===== src/rtl/fifo_dest_demux.sv =====
// Pop stage behind the ingress FIFO: routes each word by its destination field to one of
// NUM_DEST egress FIFOs, holding one word while that egress is paused. Optional DEMUX_COUNT_EN adds per-destination push counters.
module fifo_dest_demux #(
    parameter int  DATA_SIZE = 10,
    parameter int  DEST_BITS = 2,
    parameter int  CNT_W     = 5,
    localparam int NUM_DEST  = 1 << DEST_BITS
) (
    input  logic                 clk,
    input  logic                 reset,
    input  logic                 fifo_empty,
    input  logic                 fifo_error,
    input  logic [DATA_SIZE-1:0] data_out_pop,
    output logic                 read,
    input  logic [NUM_DEST-1:0]  pause_in,
    output logic [NUM_DEST-1:0]  push,
    output logic [DATA_SIZE-1:0] data_out,
    output logic                 demux_error
`ifdef DEMUX_COUNT_EN
    ,
    output logic [NUM_DEST*CNT_W-1:0] dest_count
`endif
);

    if (DEST_BITS < 1 || DEST_BITS >= DATA_SIZE || CNT_W < 1) begin : g_bad_params
        $error("fifo_dest_demux: invalid DATA_SIZE/DEST_BITS/CNT_W combination");
    end

    typedef enum logic {
        RUN  = 1'b0,
        HOLD = 1'b1
    } state_t;

    state_t               state, state_next;
    logic                 pending;
    logic [DATA_SIZE-1:0] hold, hold_next;
    logic [DATA_SIZE-1:0] data_next;
    logic [NUM_DEST-1:0]  push_next;
    logic                 error_next;
    logic [DEST_BITS-1:0] pop_dest, hold_dest;

    assign pop_dest  = data_out_pop[DATA_SIZE-1 -: DEST_BITS];
    assign hold_dest = hold[DATA_SIZE-1 -: DEST_BITS];

    always_comb begin
        // NOTE: every output of this block gets a default first, so no path can infer a latch.
        state_next = state;
        hold_next  = hold;
        data_next  = data_out;
        push_next  = '0;
        error_next = demux_error | fifo_error;
        read       = 1'b0;

        unique case (state)
            RUN: begin
                // A word about to stall must not be followed by another pop: one word in flight at most.
                read = !fifo_empty && !(pending && pause_in[pop_dest]);
                if (pending) begin
                    if (!pause_in[pop_dest]) begin
                        push_next[pop_dest] = 1'b1;
                        data_next           = data_out_pop;
                    end else begin
                        hold_next  = data_out_pop;
                        state_next = HOLD;
                    end
                end
            end
            HOLD: begin
                if (pending) begin
                    error_next = 1'b1;
                end
                if (!pause_in[hold_dest]) begin
                    push_next[hold_dest] = 1'b1;
                    data_next            = hold;
                    state_next           = RUN;
                end
            end
            default: state_next = RUN;
        endcase

        if (!reset) begin
            read = 1'b0;
        end
    end

    // NOTE: sequential state uses non-blocking assignments so every register samples pre-edge values.
    always_ff @(posedge clk or negedge reset) begin
        if (!reset) begin
            state       <= RUN;
            pending     <= 1'b0;
            hold        <= '0;
            push        <= '0;
            data_out    <= '0;
            demux_error <= 1'b0;
        end else begin
            state       <= state_next;
            pending     <= read;
            hold        <= hold_next;
            push        <= push_next;
            data_out    <= data_next;
            demux_error <= error_next;
        end
    end

`ifdef DEMUX_COUNT_EN
    logic [CNT_W-1:0] count [NUM_DEST];

    for (genvar d = 0; d < NUM_DEST; d++) begin : g_count
        always_ff @(posedge clk or negedge reset) begin
            if (!reset) begin
                count[d] <= '0;
            end else if (push[d]) begin
                count[d] <= count[d] + CNT_W'(1);
            end
        end
        assign dest_count[d*CNT_W +: CNT_W] = count[d];
    end
`endif

endmodule


===== config.mk =====
export PLATFORM = sky130hd
export DESIGN_NAME = fifo_dest_demux
export DESIGN_NICKNAME = d
export VERILOG_FILES = /design/src/rtl/fifo_dest_demux.sv
export SDC_FILE = /design/constraint.sdc
export NUM_CORES = 1
export LEC_CHECK = 0
export BUFFER_PORTS_ARGS = -buffer_cell sky130_fd_sc_hd__buf_2
export CAP_MARGIN = 20
export CORE_UTILIZATION = 38
export CTS_CLUSTER_SIZE = 16
export DETAILED_ROUTE_END_ITERATION = 6
export PLACE_DENSITY_LB_ADDON = 0.12
export RECOVER_POWER = 100
export SLEW_MARGIN = 20
export SYNTH_ARGS = -nofsm -noshare
export SYNTH_HDL_FRONTEND = slang
export SYNTH_SLANG_ARGS = --single-unit

===== constraint.sdc =====
create_clock -name clk -period 1.8 [get_ports clk]
set_input_delay 0.36 -clock clk [delete_from_list [all_inputs] [get_ports clk]]
set_output_delay 0.36 -clock clk [all_outputs]
set_load 0.1 [all_outputs]

==> impl_metrics.tcl, run 1 <==
set metrics [dict create \
    status "finished clean" \
    fillers 268 \
    cts_tree "built" \
    num_io_pins 34 \
    yosys_warnings 0 \
    hpwl_um 1550 \
    drc 0 \
    syn_inst 86 \
    cp-startpoint "data_out_pop[9]" \
    hold_path.class "in2reg" \
    clock_path_buffers 2 \
    totalWireLength_um 2200 \
    setup_viol 0 \
    antenna_found_initial 0 \
    hold_violations 0 \
    clock-sinks 27 \
    worst_pin_slew_ns 1.39 \
    fin_skew_ns 0.0101 \
    drtIter0Drc 25 \
    globalplace.congestion 0.771 \
    syn-num-nets 104 \
    clkTransAtPathRegs_ns 0.13 \
    vias 827 \
    max_slew_margin_pct 7.23 \
    yosys.area.top_type "dfrtp_1" \
    num_rows 20 \
    timing.critical_path.fanout_max 3 \
    n_antenna_cell 0 \
    crit_arrival_ns 1.42 \
    grt_pass1_vias 803 \
    fin_crit_sh_pct 99.2 \
    yosys-top-cells-area "dfrtp_1 56%, mux2_2 25%, mux2i_1 4.2%, o2111ai_4 2.2%, o22ai_1 1.6%" \
    endpoint_kind "primary output" \
    grt_start_max_net_pins 28 \
    grt_pass1_wl_um 3470 \
    cts-buffers-inserted 3 \
    grt.overflow.total 0 \
    final_cell_area_um2 1560 \
    wl_per_cell_um 12.8 \
    critPathKind "in2out" \
    cts_root_buf "clkbuf_4" \
    die_y_um 58.3 \
    detail_route.vias_per_cell 4.81 \
    place_area_um2 1460 \
    start_util_pct 39.8 \
    hold_start "fifo_error" \
    yosysSeqAreaShare_pct 56.1 \
    slew_violations 0 \
    synth_edf_count 0 \
    drive_above_1_share_pct 60.2 \
    required_ns 1.44 \
    synth_seq_cells 27 \
    io_buffers 33 \
    drt_first_pass_iters 4 \
    postRouteAntennaNets 0 \
    track_usage_pct 13.7 \
    start_kind "primary input" \
    period_needed_ns 1.78 \
    synth_area_um2 1200 \
    clk_latency_ns 0.32 \
    maxCapViolations 0 \
    dieArea_um2 3400 \
    ys_async_sr_fraction_pct 100 \
    core_area_um2 3030 \
    synthFlopType "dfrtp_1" \
    ctsHoldBuffers 0 \
    die_w_um 58.3 \
    yosys.area.top_type_share_pct 56.1 \
    nets 147 \
    synth.avg_cell_area_um2 14.0 \
    cts_max_level 1 \
    synth_cell_types 22 \
    area_delta_synth_final_pct 29.5 \
    synthTopCellsByCount "27 x dfrtp_1, 27 x mux2_2, 5 x mux2i_1" \
    fmax_mhz 560 \
    r2r-start "state" \
]
## metrics by stage
step | TNS, ns | std cells | setup WS (ns) | utilization (%) | hold WS, ns
floorplan | 0 | 86 | 0.0617 | - | 0.0644
global placement | -0.00492 | 165 | -0.00492 | 48.3 | 0.400
detailed placement | -0.0410 | 165 | -0.0410 | 48.3 | 0.397
CTS | 0 | 171 | 0.00126 | 50.0 | 0.0252
global route | -0.0156 | 172 | -0.0156 | 51.5 | 0.219
finish | 0 | 172 | 0.0151 | 51.5 | 0.224
## cell type report
type	count	area [um2]	share of cell area, %
Sequential cell	27	676	43.3
Timing Repair Buffer	41	239	15.3
Inverter	3	11.3	0.722
Clock buffer	3	22.5	1.44
Multi-Input combinational cell	53	551	35.3
Clock inverter	1	5.00	0.321
Tap cell	44	55.1	3.53
## cell families (layout without fill, tap and decap cells)
kind of cell | after synthesis | in the layout | synth area share, %
flip-flops | 27 | 27 | 56.1
multiplexers | 32 | 32 | 29.4
buffers and inverters | 6 | 48 | 2.08
AND/OR/NAND/NOR | 10 | 10 | 4.89
AO/OA/AOI/OAI | 11 | 11 | 7.48
## flip-flops by register name, summed over array words and instances (netlist names)
| name | cells |
|---|---|
| state | 1 |
| data_out | 10 |
| demux_error | 1 |
| push | 4 |
| pending | 1 |
| hold | 10 |
## final timing paths
kind	endpoint	cells after the start	slack, ns
worst max-delay path	read	6	0.02
worst min-delay path	demux_error	2	0.22
worst max register to register	data_out[2]	4	0.16
worst min register to register	demux_error	1	0.47
max in group asynchronous	hold[2]	2	0.56
min in group asynchronous	data_out[7]	2	0.43
## worst max-delay path, stage by stage
cell     delay (ns)
buf_4          0.13
mux2i_4        0.26
mux2i_4        0.11
a21oi_4        0.15
and3b_2        0.24
buf_12         0.18
## placed cells by master (no fill, tap or decap), types with 2 or more instances in the layout
master / instances
buf_2: 16
buf_4: 6
clkbuf_1: 2
clkbuf_2: 15
clkbuf_4: 3
dfrtp_1: 27
inv_1: 3
mux2_2: 27
mux2i_1: 2
mux2i_4: 3
nand2_1: 3
nand3_1: 2
o21ai_0: 3
o22ai_1: 3
## per-layer routing
metal / track usage [%] / vias up / part of all wire (%)
met1: 17.1 / 403 / 45
met3: 2.23 / 4 / 4.8
met4: 7.14 / 0 / 1.6
met2: 23.0 / 23 / 48
met5: 0 / - / 0
li1: - / 397 / -
## timing repair
item	CTS	global route
pin swaps	1	2
gates resized for setup	2	8
setup buffers	2	1
endpoints found under the setup margin	1	1
Power of run 1 is left out: the tool's default activity adds up to more than one toggle a clock period on the data nets, which glitch-free logic cannot reach.
==> run 2, diff against run 1 <==
ABC_AREA = 1   (was unset)
==> run 2 against run 1 <==
Wire length is 32% higher; first-iteration DRC count is 150% higher; flip-flop and latch count unchanged; worst hold slack improved by 0.034 ns; core utilization decreased by 4.6 points; worst setup slack gained 0.073 ns; global-route usage increased by 2.1 points; maximum frequency grew 4.3%; via count up 44%; clock skew is 0.0051 ns higher; die area rose by 14%.
==> impl_metrics.tcl, run 2 <==
set metrics [dict create \
    status "finished clean" \
    crit_path_max_incr_delay_ns 0.49 \
    hpwl_um 2140 \
    r2r_cells 5 \
    synth_cell_types 19 \
    synth_area_um2 1370 \
    yosysMostFrequentCell "nand2_1" \
    r2r-start "state" \
    crit_buf_inv 1 \
    drtIter0Drc 62 \
    leakagePower_nw 0.879 \
    endpoint_kind "primary output" \
    period_needed_ns 1.71 \
    maxCapViolations 0 \
    p_switching_mw 1.59 \
    setup_viol 0 \
    final_cell_mix "87 x nand2_1, 26 x dfrtp_1, 21 x nand3_1" \
    globalplace.congestion 0.786 \
    timing.critical_path.fanout_max 8 \
    finalPower_mw 2.77 \
    totalWireLength_um 2900 \
    cts-buffers-inserted 3 \
    detail_route.vias_per_cell 4.72 \
    power_switching_share_pct 57.5 \
    clkTransAtPathRegs_ns 0.13 \
    grt_pass1_wl_um 4950 \
    cts_root_buf "clkbuf_4" \
    clk_latency_ns 0.33 \
    crit_family "flip-flops" \
    largest_registers "data_out (10), hold (10), push (4)" \
    core_area_um2 3390 \
    ys_async_sr_fraction_pct 100 \
    postRouteAntennaNets 0 \
    hold_start "fifo_error" \
    wl_per_cell_um 11.5 \
    synth.avg_cell_area_um2 7.99 \
    hold_violations 0 \
    grt_start_max_net_pins 28 \
    p_seq_share_pct 34.5 \
    synth_edf_count 0 \
    track_usage_pct 15.9 \
    power.density_nw_per_um2 1740 \
    tns_ns 0 \
    r2r_end "data_out[9]" \
    num_io_pins 34 \
    fin_skew_ns 0.0151 \
    yosys-top-cells-area "dfrtp_1 49%, nand2_1 23%, nand3_1 7.7%, buf_6 4.1%, nand3_4 2.6%" \
    rsz0062_at_grt "false" \
    synth_seq_cells 27 \
    critPathKind "reg2out" \
    area_delta_synth_final_pct 15.6 \
    yosys_warnings 0 \
    fillers 368 \
    antenna_found_initial 0 \
    n_antenna_cell 0 \
    crit_path_top_delay_cell "dfrtp_2" \
    slew_violations 0 \
    comb_power_share_pct 56.0 \
    cts_max_level 1 \
    cp-startpoint "state" \
    dieArea_um2 3860 \
    drc 0 \
    r2r_setup_slack_ns 0.20 \
    required_ns 1.44 \
    clock_path_buffers 2 \
    worst_pin_slew_ns 1.43 \
    yosys.area.top_type_share_pct 49.2 \
    fin_crit_sh_pct 95.1 \
    nets 225 \
    final_common_cell "nand2_1" \
    place_area_um2 1590 \
    final-instance-count-excl-fill 252 \
    drt_first_pass_iters 4 \
    drive_above_1_share_pct 25.7 \
    p_int_mw 1.18 \
    syn-num-nets 190 \
    syn_inst 172 \
    die_w_um 62.1 \
    hold_depth 3 \
    yosysSeqAreaShare_pct 49.2 \
    min_to "demux_error" \
    ctsHoldBuffers 0 \
    synthFlopType "dfrtp_1" \
    final_cell_area_um2 1590 \
    clockPowerShare_pct 9.6 \
    num_rows 21 \
    dp.cells 248 \
    yosys.area.top_type "dfrtp_1" \
    crit_arrival_ns 1.35 \
    die_y_um 62.1 \
    vias 1190 \
    grt.overflow.total 0 \
    grt_pass1_vias 1074 \
    path_cells "nor2_1, nand2_1, a21oi_4, buf_12" \
    cts_tree "built" \
    start_kind "register" \
    max_slew_margin_pct 4.48 \
    synthTopCellsByCount "86 x nand2_1, 27 x dfrtp_1, 21 x nand3_1" \
    clock-sinks 27 \
    hold_path.class "in2reg" \
    io_buffers 33 \
    fmax_mhz 584 \
    start_util_pct 40.5 \
    irDropWorstVdd_v 0.000529 \
]
-- run 2: cell types whose count changed after synthesis, sizes merged, moves of 3 or more --
cell,before,now
mux2,27,0
nand3,2,24
inv,3,7
mux2i,5,0
buf,2,7
nor2,1,4
o21ai,3,7
nand2,3,92
-- run 2: cell families (layout without fill, tap and decap cells) --
logic type	count (synthesis)	after routing	synth area share, %
AOI/OAI and AO/OA	10	10	5.01
buffers and inverters	15	49	7.01
DFF	27	27	49.2
and+or+nand+nor	120	120	38.8
-- run 2: layout make-up --
class                   count  area, um2  area share [%]
repair buffers             37        206            13.0
flip-flops and latches     27        677            42.6
well taps                  46       57.6            3.62
clock buffers               4       26.3            1.65
inverters                   8       30.0            1.89
multi-input cells         130        591            37.2
-- run 2: routing by layer --
metal	GRT usage, %	share of wire (%)
met2	23.6	41
met3	2.57	5.2
met5	0	0
met1	23.7	53
met4	4.36	1.0
-- run 2: worst max-delay path by stage --
| stage | to | slack [ns] | cells after the start |
|---|---|---|---|
| CTS | read | 0.03 | 4 |
| global route | state | 0.009 | 2 |
| floorplan | read | 0.06 | 5 |
| finish | read | 0.09 | 4 |
| global placement | read | 0.26 | 8 |
| detailed placement | read | 0.23 | 8 |
-- run 2: worst register-to-register path, cell delays in order, from the launching register on --
cell     delay [ns]
dfrtp_2        0.49
nor2_1         0.32
nand3_2        0.35
nand2_4        0.24
nand2_1        0.08
nand2_1        0.06
-- run 2: timing repair --
item	4_1_cts	5_1_grt
setup endpoints to repair	0	1
endpoints found under the hold margin	0	0
gates resized for setup	0	1
setup buffers	0	0
-- run 2: through the flow --
step / utilization (%) / worst slack, ns / hold slack [ns]
after floorplan: - / 0.0629 / 0.0644
after global placement: 46.8 / 0.265 / 0.427
after detailed placement: 46.8 / 0.231 / 0.442
after CTS: 47.6 / 0.0347 / 0.0769
after global routing: 46.8 / 0.00875 / 0.256
final: 46.8 / 0.0879 / 0.257
-- run 2: power groups by stage --
stage          registers, mW  logic [mW]  clock network [mW]
6_report               0.954        1.55               0.265
5_1_grt                0.980        1.64               0.303
4_1_cts                0.949        1.58               0.272
3_5_place_dp           0.963        1.58                   0
3_3_place_gp           0.958        1.57                   0
2_1_floorplan           1.84       0.442                   0
(Power assumes the default switching activity.)
